[src/rtl/mlp_hist_train_ctrl.sv]
// Branch-history and training sequencer for the MLP branch predictor.
// Keeps the speculative global history, repairs it on mispredict, and
// queues resolved outcomes for one-per-cycle training strobes.
//
// Issue FSM states:
//   state | meaning
//   IDLE  | no strobe this cycle; train outputs hold last values
//   ISSUE | train_en high; train outputs carry the entry popped last cycle
module mlp_hist_train_ctrl #(
  parameter int FEATURES = 32,
  parameter int DEPTH    = 4,
  parameter int CNT_W    = 16
) (
  input  logic                    clk,
  input  logic                    rst,
  input  logic                    pred_valid,
  input  logic                    pred_taken,
  output logic [FEATURES-1:0]     predict_features,
  input  logic                    res_valid,
  input  logic [31:0]             res_pc,
  input  logic [FEATURES-1:0]     res_features,
  input  logic                    res_taken,
  input  logic                    res_mispredict,
  input  logic                    train_hold,
  output logic                    train_en,
  output logic [31:0]             train_pc,
  output logic [FEATURES-1:0]     train_features,
  output logic                    actual_taken,
  output logic [$clog2(DEPTH):0]  q_count,
  output logic [CNT_W-1:0]        drop_cnt
);

  localparam int PTR_W = $clog2(DEPTH);
  localparam int QC_W  = PTR_W + 1;

  typedef enum logic {IDLE = 1'b0, ISSUE = 1'b1} state_t;

  state_t state, state_next;

  logic [PTR_W-1:0]    wr_ptr, rd_ptr;
  logic [31:0]         mem_pc   [DEPTH];
  logic [FEATURES-1:0] mem_feat [DEPTH];
  logic                mem_taken[DEPTH];

  logic full, pop, enq, drop;

  // FIFO handshake; a full FIFO still accepts a write when the head leaves this cycle
  always_comb begin
    full = (q_count == QC_W'(DEPTH));
    pop  = (q_count != '0) && !train_hold;
    enq  = res_valid && (!full || pop);
    drop = res_valid && full && !pop;
  end

  // Speculative history: mispredict repair beats (wrong-path) fetch shifts
  always_ff @(posedge clk) begin
    if (rst) begin
      predict_features <= '0;
    end else if (res_valid && res_mispredict) begin
      predict_features <= {res_features[FEATURES-2:0], res_taken};
    end else if (pred_valid) begin
      predict_features <= {predict_features[FEATURES-2:0], pred_taken};
    end
  end

  // Entry storage; no reset needed since occupancy gates every read
  always_ff @(posedge clk) begin
    if (enq) begin
      mem_pc[wr_ptr]    <= res_pc;
      mem_feat[wr_ptr]  <= res_features;
      mem_taken[wr_ptr] <= res_taken;
    end
  end

  // Pointers, occupancy and saturating drop counter
  always_ff @(posedge clk) begin
    if (rst) begin
      wr_ptr   <= '0;
      rd_ptr   <= '0;
      q_count  <= '0;
      drop_cnt <= '0;
    end else begin
      if (enq) wr_ptr <= wr_ptr + PTR_W'(1);
      if (pop) rd_ptr <= rd_ptr + PTR_W'(1);
      if (enq && !pop)      q_count <= q_count + QC_W'(1);
      else if (!enq && pop) q_count <= q_count - QC_W'(1);
      if (drop && (drop_cnt != {CNT_W{1'b1}})) drop_cnt <= drop_cnt + CNT_W'(1);
    end
  end

  // Head entry is captured on pop and shown during the following ISSUE cycle
  always_ff @(posedge clk) begin
    if (rst) begin
      train_pc       <= '0;
      train_features <= '0;
      actual_taken   <= 1'b0;
    end else if (pop) begin
      train_pc       <= mem_pc[rd_ptr];
      train_features <= mem_feat[rd_ptr];
      actual_taken   <= mem_taken[rd_ptr];
    end
  end

  // Issue FSM state register
  always_ff @(posedge clk) begin
    if (rst) state <= IDLE;
    else     state <= state_next;
  end

  // Issue FSM next state and strobe; any pop leads to one ISSUE cycle
  always_comb begin
    state_next = IDLE;
    train_en   = 1'b0;
    case (state)
      IDLE:    state_next = pop ? ISSUE : IDLE;
      ISSUE: begin
        train_en   = 1'b1;
        state_next = pop ? ISSUE : IDLE;
      end
      default: state_next = IDLE;
    endcase
  end

endmodule

[config.mk]
export PLATFORM = sky130hd
export DESIGN_NAME = mlp_hist_train_ctrl
export DESIGN_NICKNAME = d
export VERILOG_FILES = /design/src/rtl/mlp_hist_train_ctrl.sv
export SDC_FILE = /design/constraint.sdc
export NUM_CORES = 1
export LEC_CHECK = 0
export ABC_AREA = 1
export CAP_MARGIN = 20
export CELL_PAD_IN_SITES_DETAIL_PLACEMENT = 2
export CELL_PAD_IN_SITES_GLOBAL_PLACEMENT = 2
export CORE_AREA = 4 4 247 249
export DETAILED_ROUTE_END_ITERATION = 16
export DIE_AREA = 0 0 251 253
export GPL_ROUTABILITY_DRIVEN = 0
export PLACE_DENSITY_LB_ADDON = 0.05
export SETUP_SLACK_MARGIN = 0.02
export SLEW_MARGIN = 20
export SYNTH_ARGS = -nofsm -noshare
export SYNTH_HDL_FRONTEND = slang
export SYNTH_SLANG_ARGS = --single-unit
[constraint.sdc]
create_clock -name clk -period 5.48 [get_ports clk]
set_input_delay 1.096 -clock clk [delete_from_list [all_inputs] [get_ports clk]]
set_output_delay 1.096 -clock clk [all_outputs]
set_load 0.005 [all_outputs]
==> reports/results.tsv <==
metric	value	unit
status	finished, final reports clean	
post-synthesis mux area share	0	
cell count after synthesis	1294	
Tcrit/Tclk final	0.548	
wirelength, routed	48300	µm
drt wl/cell	21.3	µm
Hold WC Path Type	reg2reg	
antenna violations before repair	0	
Switching Fraction	0.299	
share of cells above drive strength 1	0.0754	
clk sink count	381	
Post-DP HPWL	27800	µm
P_sw	2470	µW
CP Class	in2reg	
largest family of logic cells by synthesized area	compound AO/OA/AOI/OAI gates	
Unique masters post-synth	29	
vias post-DR	10545	
clock group share of total power	0.347	
Reg clk slew, reported paths	0.06	ns
Synth Area per Inst	11.2	µm²
Antenna Nets Post-Route	0	
hold buffers post-CTS	0	
post-CTS setup buffers	0	
Die ar.	63500	µm²
Pint	5790	µW
CTS buffer count	46	
Lkg Pwr	0.00619	µW
Final Skew	0.0208	ns
Gate power share	0.202	
Synth Register Bits	381	
largest net degree at the start of global routing	92	
Synth area leader	edfxtp_1	
WP data arrival	3.24	ns
Synth Area in Adders	0.00655	
Die W	251	µm
Core Footprint	58700	µm²
setup violators final	0	
grt ovf	0	
Post-Synth Simple-Gate Area	0.120	
I/O pin total	189	
Fin Setup TNS	0	ns
PortBufs	188	
Initial Util	0.247	
number of max-cap violations	0	
Worst setup EP type	flip-flop	
Slew headroom	0.301	
H-Tree Depth	2	
final std cells w/o fill	2272	
Post-Syn Nets	1373	
DRT iter0 DRCs	474	
total power	8270	µW
YS warnings	0	
first-pass GRT wire length	73300	µm
VDD IR-drop max	0.000195	V
cts repair resizes	0	
compound-gate portion of the synthesized area	0.131	
Tmin final	3.00	ns
Placed Cells	2186	
post-synthesis sequential area ratio	0.704	
Fmax achieved	333	MHz
XOR/XNOR Fraction of Synth Area	0.00241	
Layout area overhead	27.9	%
GRT Util Overall	0.150	
Worst Tran Pin Value	1.05	ns
crit-path max FO	18	
DRC viols	0	
Final Max Tran Viols	0	
ranking of synthesized cells by area	edfxtp_1, dfxtp_1, nor2_1	
RSZ-0062 raised after global routing	no	
Die Ht	253	µm
1st-pass router iterations	4	
Max clock buf depth	3	
Flop pwr share	0.451	
Pwr per Cell Area	445	nW/µm²
Vias per Instance	4.64	
Synth top area share	0.538	
row count	89	
Final Hold Fails	0	
nets@finish	1541	
vias in the first global route	11687	
Critical Path RT	5.72	ns
crit start category	primary input	
CTS Root Cell	clkbuf_16	
CTS tree	yes	
Synth Cell Area	14500	µm²
Clk Latency, worst-skew pair	0.58	ns
fillers	6252	
# diodes	0	
worst max-delay path, cell delays in order:
cell and delay, ns:
clkdlybuf4s50_1 0.46, nand2_1 0.09, inv_1 0.06, nand2_1 0.05, nand2_1 0.33, nor2_4 0.71, buf_4 0.43
state kept, by name, indices dropped and copies added (netlist names):
signal and count:
state 1, mem_feat 128, wr_ptr 2, train_features 32, actual_taken 1, drop_cnt 16, mem_taken 4, rd_ptr 2
mem_pc 128, predict_features 32, q_count 3, train_pc 32
routing by layer:
| metal | track usage | up-vias | wire [µm] |
|---|---|---|---|
| li1 | - | 4925 | - |
| met1 | 0.196 | 5400 | 22500 |
| met2 | 0.257 | 163 | 23000 |
| met3 | 0.0343 | 57 | 2040 |
| met4 | 0.0309 | 0 | 766 |
| met5 | 0 | - | 0 |
stage by stage:
| step | area (µm²) | utilization | hold WS [ns] | setup WS, ns |
|---|---|---|---|---|
| floorplan | 14500 | - | 0.476 | 0.868 |
| global placement | 17200 | 0.292 | 0.489 | 1.84 |
| detailed placement | 17200 | 0.292 | 0.485 | 1.76 |
| CTS | 18600 | 0.316 | 0.494 | 2.38 |
| global route | 18600 | 0.317 | 0.514 | 2.35 |
| finish | 18600 | 0.317 | 0.493 | 2.48 |
area by class of cell:
| cell class | instances | area (µm²) | area share |
|---|---|---|---|
| flip-flops and latches | 381 | 10200 | 0.551 |
| clock inverters | 15 | 91.3 | 0.00492 |
| repair buffers | 203 | 2070 | 0.112 |
| inverters | 28 | 111 | 0.00599 |
| multi-input cells | 802 | 3800 | 0.204 |
| clock buffers | 70 | 1300 | 0.0701 |
| well taps | 773 | 967 | 0.0521 |
placed cells by master, fill, tap and decap left out, types with 19 or more instances in the layout:
master           count
o21ai_1             23
nand2_1            100
nor2_1             295
a31oi_1             99
clkbuf_16           47
edfxtp_1           260
dfxtp_1            119
clkdlybuf4s50_1    187
o21ai_0            214
clkbuf_1            19
power groups by stage:
| stage | sequential, µW | combinational [µW] | clock [µW] |
|---|---|---|---|
| after floorplan | 3680 | 887 | 0 |
| after detailed placement | 3850 | 1680 | 0 |
| after CTS | 3790 | 1680 | 3000 |
| after global routing | 3780 | 1900 | 3100 |
| final | 3720 | 1670 | 2870 |
| after global placement | 3840 | 1640 | 0 |
worst paths after layout:
kind                        start              endpoint  slack [ns]  depth (start not counted)
max                    train_hold        mem_feat[1][6]        2.48                          7
min          predict_features[22]  predict_features[23]        0.49                          2
max reg2reg             rd_ptr[1]          train_pc[12]        2.76                          5
min reg2reg  predict_features[22]  predict_features[23]        0.49                          2
Yosys cell counts:
master	number
a21oi_1	15
a21oi_4	1
a31oi_1	99
buf_1	3
buf_2	30
buf_4	12
buf_6	3
clkbuf_1	28
clkbuf_2	7
dfxtp_1	121
edfxtp_1	260
fa_1	1
ha_1	6
inv_1	19
inv_2	9
nand2_1	101
nand2_2	8
nand3_1	17
nand3_2	1
nand4_1	3
nor2_1	299
nor2_2	6
nor2_4	2
nor3_1	1
o21ai_0	214
o21ai_1	23
or2_2	1
xnor2_1	2
xor2_1	2
logic make-up after synthesis:
kind of cell             after synthesis
buffers and inverters                111
flip-flops                           381
AO/OA/AOI/OAI                        352
XOR/XNOR                               4
AND/OR/NAND/NOR                      439
adder cells (fa/ha/maj)                7
Power figures use the tool's default switching activity.
